<file path="src/rtl/steer_en_ctrl_if.sv">
// rtl/steer_en_ctrl_if.sv - load-cell inputs and steering-enable outputs of steer_en_ctrl
interface steer_en_ctrl_if #(
    parameter int LD_W = 12
);
    logic [LD_W-1:0] lft_ld;
    logic [LD_W-1:0] rght_ld;
    logic            en_steer;
    logic            rider_off;
    logic [1:0]      state_o;

    modport master (
        output lft_ld,
        output rght_ld,
        input  en_steer,
        input  rider_off,
        input  state_o
    );

    modport slave (
        input  lft_ld,
        input  rght_ld,
        output en_steer,
        output rider_off,
        output state_o
    );
endinterface

</file>
<file path="src/rtl/steer_en_ctrl.sv">
// rtl/steer_en_ctrl.sv - rider-presence FSM gating steering on balanced, settled load
module steer_en_ctrl #(
    parameter int LD_W       = 12,
    parameter int MIN_WT     = 'h200,
    parameter int HYST       = 'h020,
    parameter int SETTLE_CYC = 65_000_000,
    parameter int GRACE_CYC  = 5_000_000
) (
    input  logic            clk,
    input  logic            rst,
    steer_en_ctrl_if.slave  bus
);
    localparam int SW = (SETTLE_CYC > 1) ? $clog2(SETTLE_CYC) : 1;
    localparam int GW = (GRACE_CYC > 1) ? $clog2(GRACE_CYC) : 1;
    localparam logic [SW-1:0] SETTLE_LAST = SW'(SETTLE_CYC - 1);
    localparam logic [GW-1:0] GRACE_LAST  = GW'(GRACE_CYC - 1);
    localparam logic [LD_W:0] ON_TH       = (LD_W + 1)'(MIN_WT);
    localparam logic [LD_W:0] OFF_TH      = (LD_W + 1)'(MIN_WT - HYST);

    typedef enum logic [1:0] {
        S_IDLE     = 2'd0,
        S_WAIT     = 2'd1,
        S_STEER_EN = 2'd2,
        S_STEP_OFF = 2'd3
    } state_t;

    state_t          r_state;
    state_t          w_next;
    logic [SW-1:0]   r_settle;
    logic [SW-1:0]   w_settle_nxt;
    logic [GW-1:0]   r_grace;
    logic [GW-1:0]   w_grace_nxt;
    logic            r_rider_off;
    logic            w_rider_off_nxt;

    logic [LD_W:0]   w_sum;
    logic [LD_W-1:0] w_diff;
    logic            w_on;
    logic            w_off;
    logic            w_imb;
    logic            w_stepoff;

    // Sum carries one extra bit; sum>>4 never exceeds sum, so the step-off bound cannot wrap.
    assign w_sum     = {1'b0, bus.lft_ld} + {1'b0, bus.rght_ld};
    assign w_diff    = (bus.lft_ld >= bus.rght_ld) ? (bus.lft_ld - bus.rght_ld)
                                                   : (bus.rght_ld - bus.lft_ld);
    assign w_on      = w_sum > ON_TH;
    assign w_off     = w_sum < OFF_TH;
    assign w_imb     = {1'b0, w_diff} > (w_sum >> 2);
    assign w_stepoff = {1'b0, w_diff} > (w_sum - (w_sum >> 4));

    always_comb begin
        w_next       = r_state;
        w_settle_nxt = r_settle;
        w_grace_nxt  = r_grace;
        case (r_state)
            S_IDLE: begin
                if (w_on) begin
                    w_next       = S_WAIT;
                    w_settle_nxt = '0;
                end
            end
            S_WAIT: begin
                if (w_off) begin
                    w_next = S_IDLE;
                end else if (w_imb) begin
                    w_settle_nxt = '0;
                end else if (r_settle == SETTLE_LAST) begin
                    w_next = S_STEER_EN;
                end else begin
                    w_settle_nxt = r_settle + 1'b1;
                end
            end
            S_STEER_EN: begin
                if (w_off) begin
                    w_next = S_IDLE;
                end else if (w_stepoff) begin
                    w_next      = S_STEP_OFF;
                    w_grace_nxt = '0;
                end
            end
            S_STEP_OFF: begin
                if (w_off) begin
                    w_next = S_IDLE;
                end else if (!w_stepoff) begin
                    w_next = S_STEER_EN;
                end else if (r_grace == GRACE_LAST) begin
                    w_next       = S_WAIT;
                    w_settle_nxt = '0;
                end else begin
                    w_grace_nxt = r_grace + 1'b1;
                end
            end
            default: begin
                w_next       = S_IDLE;
                w_settle_nxt = '0;
                w_grace_nxt  = '0;
            end
        endcase
    end

    // Only FSM-driven exits pulse rider_off; reset bypasses this path entirely.
    assign w_rider_off_nxt = (r_state != S_IDLE) && (w_next == S_IDLE);

    always_ff @(posedge clk) begin
        if (rst) begin
            r_state     <= S_IDLE;
            r_settle    <= '0;
            r_grace     <= '0;
            r_rider_off <= 1'b0;
        end else begin
            r_state     <= w_next;
            r_settle    <= w_settle_nxt;
            r_grace     <= w_grace_nxt;
            r_rider_off <= w_rider_off_nxt;
        end
    end

    assign bus.en_steer  = (r_state == S_STEER_EN) || (r_state == S_STEP_OFF);
    assign bus.rider_off = r_rider_off;
    assign bus.state_o   = r_state;
endmodule
</file>
<file path="src/flat_wrapper.sv">
// flat-port wrapper written by rule: the top's interface ports become plain ports
module steer_en_ctrl_flat 
#(
    parameter int LD_W       = 12,
    parameter int MIN_WT     = 'h200,
    parameter int HYST       = 'h020,
    parameter int SETTLE_CYC = 65_000_000,
    parameter int GRACE_CYC  = 5_000_000
)
  (clk, rst, bus_lft_ld, bus_rght_ld, bus_en_steer, bus_rider_off, bus_state_o);
  steer_en_ctrl_if #(.LD_W(LD_W)) bus_i ();
  input  logic clk;
  input  logic rst;
  input wire logic [$bits(bus_i.lft_ld)-1:0] bus_lft_ld;
  input wire logic [$bits(bus_i.rght_ld)-1:0] bus_rght_ld;
  output wire logic [$bits(bus_i.en_steer)-1:0] bus_en_steer;
  output wire logic [$bits(bus_i.rider_off)-1:0] bus_rider_off;
  output wire logic [$bits(bus_i.state_o)-1:0] bus_state_o;
  assign bus_i.lft_ld = bus_lft_ld;
  assign bus_i.rght_ld = bus_rght_ld;
  assign bus_en_steer = bus_i.en_steer;
  assign bus_rider_off = bus_i.rider_off;
  assign bus_state_o = bus_i.state_o;
  steer_en_ctrl #(.LD_W(LD_W), .MIN_WT(MIN_WT), .HYST(HYST), .SETTLE_CYC(SETTLE_CYC), .GRACE_CYC(GRACE_CYC)) u_core (.clk(clk), .rst(rst), .bus(bus_i));
endmodule
</file>
<file path="config.mk">
export PLATFORM = sky130hd
export DESIGN_NAME = steer_en_ctrl_flat
export DESIGN_NICKNAME = d
export VERILOG_FILES = /design/src/rtl/steer_en_ctrl_if.sv /design/src/rtl/steer_en_ctrl.sv /design/src/flat_wrapper.sv
export SDC_FILE = /design/constraint.sdc
export NUM_CORES = 1
export LEC_CHECK = 0
export CORE_ASPECT_RATIO = 0.7
export CORE_MARGIN = 4
export CORE_UTILIZATION = 40
export DETAILED_ROUTE_END_ITERATION = 6
export GPL_ROUTABILITY_DRIVEN = 0
export HOLD_SLACK_MARGIN = 0.08
export PLACE_DENSITY_LB_ADDON = 0.12
export SYNTH_ARGS = -nofsm -noshare
export SYNTH_HDL_FRONTEND = slang
export SYNTH_SLANG_ARGS = --single-unit
</file>
<file path="constraint.sdc">
create_clock -name clk -period 11.05 [get_ports clk]
set_clock_uncertainty 0.1 [all_clocks]
set_input_delay 1.105 -clock clk [delete_from_list [all_inputs] [get_ports clk]]
set_output_delay 1.105 -clock clk [all_outputs]
set_load 0.005 [all_outputs]
</file>
# After elaboration in Yosys (flattened, before gate mapping)
# Cells that the tools add are included.
# W data, S select, Z words.
# totals
register_bits,52
latchBits,0
ram_bits,0
mem_bits_ro,0
inputBits,26
output_inout_bits,4
elab_cells,63
memories,0
# op_classes
n_addsub,6
n_mul,0
n_div,0
n_lt_le_gt_ge,5
n_eq_ne,14
n_shift,0
mux,25
bitwise_logic,0
n_reduce_logical,9
# op_table
op,count
$mux W26,7
$mux W23,5
$pmux W26 S3,1
$pmux W23 S2,1
$add A26 B1 Y26 const B,1
$eq A26 B26 Y1 const B,1
$sub A12 B12 Y12,2
$add A23 B1 Y23 const B,1
$eq A23 B23 Y1 const B,1
$mux W2,9
$add A12 B12 Y13,1
$gt A12 B13 Y1,1
$gt A13 B10 Y1 const B,1
$lt A13 B9 Y1 const B,1
$sub A13 B9 Y13,1
$ge A12 B12 Y1,1
$gt A12 B11 Y1,1
$mux W12,1
$ne A2 B1 Y1 const B,4
$ne A2 B2 Y1 const B,4
$pmux W2 S4,1
$reduce_and A7 Y1,1
$reduce_and A6 Y1,1
$eq A2 B2 Y1 const B,2
other kinds (7),9

# Depth between registers and ports, before layout
# Gate-level depths: netlist (run 1).
# depth
word_depth,8
mapped_depth,28
depth_no_buf,26

# Least setup slack after synthesis (run 1)
# Ideal clock, no wire load.
# synth_timing
path_kind,input port to flip-flop
startpoint,input port bus_rght_ld[0]
endpoint,register u_core.r_grace[10]
setup_time_ns,0.117
arrival_time_ns,5.948
t_required_ns,10.833
path_slack_ns,4.884
cell_stages,28
path_buffers,3
path_cell_list,ha_1 > inv_1 > fa_1 > or2_2 > a211oi_1 > o21ai_1 > xor2_1 > inv_1 > ha_1 > a21oi_1 > o31a_1 > o21bai_1 > a21o_1 > a21oi_1 > o21bai_1 > xnor2_1 > ha_1 > nand2_1 > a211oi_1 > o31ai_1 > a21oi_1 > nand2b_1 > clkbuf_1 > or2_1 > buf_2 > o21ai_1 > buf_2 > nor2_1
# synth_via
elab_chain_len,5
elab_cells_between_ends,13
cone_classes,4 x add/sub; 3 x order compare; 4 x eq/ne; 1 x mux; 1 x reduce/logical
# synth_rtl
element,line,source
"start, declared",flat_wrapper.sv:15,input wire logic [$bits(bus_i.rght_ld)-1:0] bus_rght_ld;
"$add A12 B12 Y13, or another cell as far along",steer_en_ctrl.sv:44,"assign w_sum = {1'b0, bus.lft_ld} + {1'b0, bus.rght_ld};"
$sub A13 B9 Y13 or $mux W12 (tied branches),"steer_en_ctrl.sv:50, steer_en_ctrl.sv:45",
$gt A12 B13 Y1,steer_en_ctrl.sv:50,"assign w_stepoff = {1'b0, w_diff} > (w_sum - (w_sum >> 4));"
$ne A2 B1 Y1 (no source line),-,
$reduce_and A6 Y1 (no source line) *,-,
"end signal, assigned",steer_en_ctrl.sv:114,r_grace <= w_grace_nxt;
"end, declared",steer_en_ctrl.sv:31,logic [GW-1:0] r_grace;
# Every way passes the cells marked *; elsewhere a longest branch is shown, timed or not.
# A chain may end at the register's enable or synchronous reset.

# Worst setup path in the final report (run 1)
# layout_timing
startpoint,input port bus_rght_ld[1]
endpoint,register u_core.r_grace[19]
# The elaborated chain is that of the path after synthesis.

==> impl_results.md, run 1 <==
* Main synth FF type: dfxtp_1
* Synthesized area per cell at ~7.9 µm²
* Initial antenna violation count at 0
* Final hold vios at 0
* Final setup margin at between 2000 and 3000 ps
* LEAKAGE at 2.68 nW
* Vias in the first global route at around 5,200
* FP Rows at 37
* Pre-CTS setup slack at 2740 ps
* Commonest cells in the synthesized netlist: nor2_1, ha_1, inv_1, dfxtp_1, nand2_1
* Core area at between 10,000 and 15,000 µm²
* Post-synth EDFFs at 0
* PortBufs at 29
* Hold_sp: u_core.r_settle[17]
* Worst r2r src: u_core.r_settle[1]
* Clock buffer depth at 2
* Max Slew Vio Count at 0
* Status: completed
* Initial core utilization at 0.408
* DP HPWL at between 10,000 and 15,000 µm
* Max-cap viol count at 0
* CP Data Required Time at roughly 11,000 ps
* Total gr overflow at 0
* WS Path Type: in2reg
* DRT antenna net count at 0
* Die ar. at about 17,000 µm²
* Share of cells above drive strength 1 at 0.0622
* Cts repair resizes at 0
* Synthesized area at 6010 µm²
* Sequential cell area fraction in the yosys report at 0.173
* Clock root cell: clkbuf_16
* Crit path from: bus_rght_ld[1]
* H-tree depth at 2
* PwrDens at roughly 130 nW/µm²
* # setup viols final at 0
* Min cycle time layout at ~8100 ps
* Netlist cell types at 84
* Cell with the most instances after synthesis: nor2_1
* Warnings from Yosys at 0
* Yosys reg bits at 52
* Syn Inst Count at 764
* Worst-skew pair later-pin latency at around 290 ps
* Yosys top cell area share at 0.173
* Die width at 154 µm
* Via density at ~5.9
* Final nets at between 800 and 900
* Post CTS Setup Buffer Count at 0
* WL/cell at approximately 17 µm
* Setup crit start kind: input port
* Net Count, Synth at between 800 and 900
* Sink Count at 52
* RSZ-0062 raised after global routing: false
* Top Ports at 30
* First-pass GRT wire length at roughly 27,000 µm
* Area Overhead vs Synth at 8.54%
* Period utilization at 0.730
* Clk slew on worst S/H paths at about 70 ps
* # fillers at 1,481
* Critical path peak fanout at 17
* Worst setup EP type: flip-flop
* Fin util at 0.443
* GRT Util Overall at 0.186
* DRC errors left at 0
* Share of async-settable or async-resettable flops after synthesis at 0
* Setup_tns at 0 ps
* Top cells by area, synth: dfxtp_1, ha_1, xnor2_1
* Worst path arrival time at slightly above 8000 ps
* Routed WL at 16,200 µm
* Largest net degree at the start of global routing at 27
* Slew HR at 0.239
* DRT iter0 DRCs at between 300 and 400
* DP Cell Count at approximately 960
* Maximum vdd ir drop at between 40 and 50 µV
* Cell taking the most area after synthesis: dfxtp_1
* Post-CTS Hold Buffers at 0
* Die height at 111 µm
* Non-Filler Instances at 967
* FMAX at about 0.12 GHz
* Worst Tran Pin Value at about 1100 ps
* Drt first pass iters at 5
* Vias at 5,696
* CTS buffer count at 5
* # diodes at 0
* CTS tree: built
* Worst min path class: reg2reg
## placed cells by master (no fill, tap or decap), types with 5 or more instances in the layout
master and count:
a211o_1 8, a211oi_1 15, a21o_1 15, a21oi_1 40
a221o_1 17, a31oi_1 10, and2_1 8, and3_1 31
and4_1 5, clkbuf_16 5, clkdlybuf4s50_1 29, dfxtp_1 52
ha_1 66, inv_1 54, mux2i_1 8, nand2_1 42
nand2b_1 11, nand3_1 28, nand4_1 23, nor2_1 68
nor2b_1 13, nor3_1 21, nor3b_1 5, nor4_1 12
o211ai_1 6, o21a_1 5, o21ai_0 16, o21ai_1 5
o21bai_1 7, or2_2 12, or3_1 8, xnor2_1 36
xor2_1 8
## cell families after synthesis
family | share of synthesized area
buf+inv | 0.0648
xor+xnor | 0.0669
flops | 0.173
fa+ha+maj | 0.153
mux | 0.0171
compound gates | 0.248
simple gates | 0.277
## final cells by class
cell class	instances	area (µm²)	share of cell area
multi-input combinational	626	4580	0.702
inverter	55	206	0.0317
sequential	52	1040	0.160
tap	195	244	0.0374
timing repair buffer	31	305	0.0468
clock buffer	8	146	0.0225
## worst max-delay path, stage by stage
cell             delay [ps]
clkdlybuf4s50_1         560
inv_1                   140
fa_1                    500
or2_2                   310
a211oi_1                580
o21ai_1                 180
xor2_1                  400
inv_1                   140
ha_1                    350
a21oi_1                 140
o31a_1                  190
o21bai_1                 90
a21o_1                  210
a21oi_1                 180
o21bai_1                100
xnor2_1                 140
ha_1                    310
nand2_1                  70
a211oi_1                230
o31ai_1                 100
a21oi_1                 250
nand2b_1                380
or2_1                   470
o21ai_1                 650
buf_4                   300
nor2_1                   70
## routing by layer
layer,track usage,vias to the layer above,wire length (µm)
li1,-,2832,-
met1,0.298,2692,8590
met2,0.257,164,6420
met3,0.0427,8,1140
met4,0.0176,0,61
met5,0,-,0
## stage by stage
stage | total power [mW] | area [µm²] | hold slack [ps]
2_1_floorplan | 0.547 | 6010 | 351
3_5_place_dp | 0.653 | 6370 | 377
6_report | 0.816 | 6520 | 392
3_3_place_gp | 0.642 | 6370 | 369
4_1_cts | 0.814 | 6520 | 398
5_1_grt | 0.883 | 6520 | 414
## sequential cells by signal, indices dropped and copies added, names as in the netlist
| name | count |
|---|---|
| u_core.bus.rider_off | 1 |
| u_core.r_grace | 23 |
| u_core.r_settle | 26 |
| u_core.bus.state_o | 2 |
## report_power, final
group | leakage (nW) | switching (mW) | internal [mW]
Clock | 0.0712 | 0.0667 | 0.0905
Sequential | 0.419 | 0.00189 | 0.189
Combinational | 2.19 | 0.290 | 0.179
Total | 2.68 | 0.358 | 0.458
## final timing paths
check	to	slack, ps	cells past startpoint
hold reg to reg	u_core.r_settle[17]	390	1
hold / removal	u_core.r_settle[17]	390	1
setup / recovery	u_core.r_grace[19]	2990	26
setup reg to reg	u_core.r_settle[24]	7740	12
Note: power is estimated with default switching activity, not from simulation.
==> inputs of run 2 (changes only) <==
- clock period: 11.05 -> 7.7 ns (I/O delays scaled with it)
==> run 2 against run 1 <==
  * Global-route usage barely moved
  * Register-to-register slack got worse by 3400 ps
  * Via count rose by 0.81%
  * Count of clock-buffer cells in the layout fell by 2
  * Sequential share of layout area fell by 0.15 points
  * Worst setup slack got worse by 2400 ps
  * Cell area rose by 0.96%
==> impl_results.md, run 2 (synthesis gave the netlist of run 1 again) <==
* PortBufs at 29
* DRT antenna net count at 0
* Worst-skew pair later-pin latency at a little under 300 ps
* Worst min path class: reg2reg
* # diodes at 0
* DRT iter0 DRCs at approximately 520
* RSZ-0062 raised after global routing: false
* Vias in the first global route at about 5,100
* Post CTS Setup Buffer Count at 0
* Clock buffer depth at 2
* Total gr overflow at 0
* Fin Hold WS at roughly 400 ps
* Max-cap viol count at 0
* Largest net degree at the start of global routing at 26
* Top Ports at 30
* WS Path Type: in2reg
* Max Slew Vio Count at 0
* Routed WL at ~16,000 µm
* Setup_tns at 0 ps
* Commonest cells after routing, fill and taps aside: nor2_1, ha_1, inv_1
* Highest metal used: met4
* PwrDens at between 150 and 200 nW/µm²
* Max reg flops at 26
* # setup viols final at 0
* Via density at about 6
* Maximum vdd ir drop at 124 µV
* LEAKAGE at 2.72 nW
* First-pass GRT wire length at 26,900 µm
* Top reg by flops: u_core.r_settle
* Met1 Wirelength at ~8900 µm
* Vias at ~5,700
* Worst r2r src: u_core.r_settle[1]
* Worst path arrival time at a little over 7000 ps
* Die ar. at ~17,000 µm²
* Critical path peak fanout at 22
* Final std cell area, no fill at 6580 µm²
* Met2 wire length at 6440 µm
* Crit path from: bus_rght_ld[1]
* Pre-CTS setup slack at ~320 ps
* Setup crit start kind: input port
* Die height at roughly 110 µm
* Period utilization at 0.929
* Area Overhead vs Synth at 9.58%
* WL/cell at roughly 17 µm
* Core area at about 15,000 µm²
* Die width at 154 µm
* FMAX at between 0.1 and 0.15 GHz
* Status: completed
* # fillers at roughly 1,500
* Slew HR at 0.458
* Min cycle time layout at roughly 7200 ps
* Hold_sp: u_core.r_settle[23]
* Drt first pass iters at 5
* Initial core utilization at 0.408
* Initial antenna violation count at 0
* Placed inst area at around 6400 µm²
* Final nets at about 880
* FP Rows at 37
* Cts repair resizes at 0
* H-tree depth at 2
* Commonest non-fill, non-tap cell in the layout: nor2_1
* Clock root cell: clkbuf_16
* CTS buffer count at 5
* Final setup margin at 543 ps
* Final hold vios at 0
* Clk slew on worst S/H paths at approximately 70 ps
* Worst Tran Pin Value at roughly 800 ps
* GRT Util Overall at 0.186
* Metal3 WL at between 1000 and 1500 µm
* Worst setup EP type: flip-flop
* Post-CTS Hold Buffers at 0
* Sink Count at 52
* CP Data Required Time at approximately 7800 ps
* CTS tree: built
* DP HPWL at 12,800 µm
* Share of cells above drive strength 1 at 0.0744
* DRC errors left at 0
==> run 2: cell type report <==
class                   count  area (µm²)  share of cell area
well taps                 195         244              0.0371
inverters                  55         206              0.0314
multi-input cells         626        4580               0.695
clock inverters             2        10.0             0.00152
flip-flops and latches     52        1040               0.158
clock buffers               6         139              0.0211
repair buffers             39         365              0.0555
==> run 2: final timing paths <==
kind                          to  slack, ps  cells after the start
min          u_core.r_settle[23]        390                      1
min reg2reg  u_core.r_settle[23]        390                      1
max          u_core.r_settle[24]        540                     26
max reg2reg  u_core.r_settle[24]       4350                     12
==> run 2: where the power goes <==
group / switching (mW) / internal, mW
sequential: 0.00283 / 0.271
combinational: 0.425 / 0.267
clock: 0.101 / 0.129
total: 0.529 / 0.666
==> run 2: per-layer routing <==
metal / up-vias / GRT usage
met5: - / 0
met4: 0 / 0.0129
met3: 4 / 0.0392
met2: 153 / 0.259
met1: 2744 / 0.301
li1: 2841 / -
==> run 2: worst max-delay path, stage by stage <==
cell and delay [ps]:
clkdlybuf4s50_1 560, inv_1 140, fa_1 490, or2_2 310
a211oi_1 670, o21ai_1 180, xor2_1 390, inv_1 150
ha_1 350, a21oi_1 130, o31a_1 190, o21bai_1 90
a21o_1 210, a21oi_1 190, o21bai_1 110, xnor2_1 150
ha_1 300, nand2_1 70, a211oi_1 240, o31ai_1 100
a21oi_1 270, nand4_1 190, o31ai_4 290, o2bb2ai_2 100
buf_4 210, a221o_1 370
==> run 2: through the flow <==
step / std cells / power, mW / util
final: 975 / 1.20 / 0.447
after global placement: 967 / 0.943 / 0.437
after detailed placement: 967 / 0.955 / 0.437
after floorplan: 764 / 0.785 / -
after global routing: 975 / 1.29 / 0.447
after CTS: 975 / 1.19 / 0.447
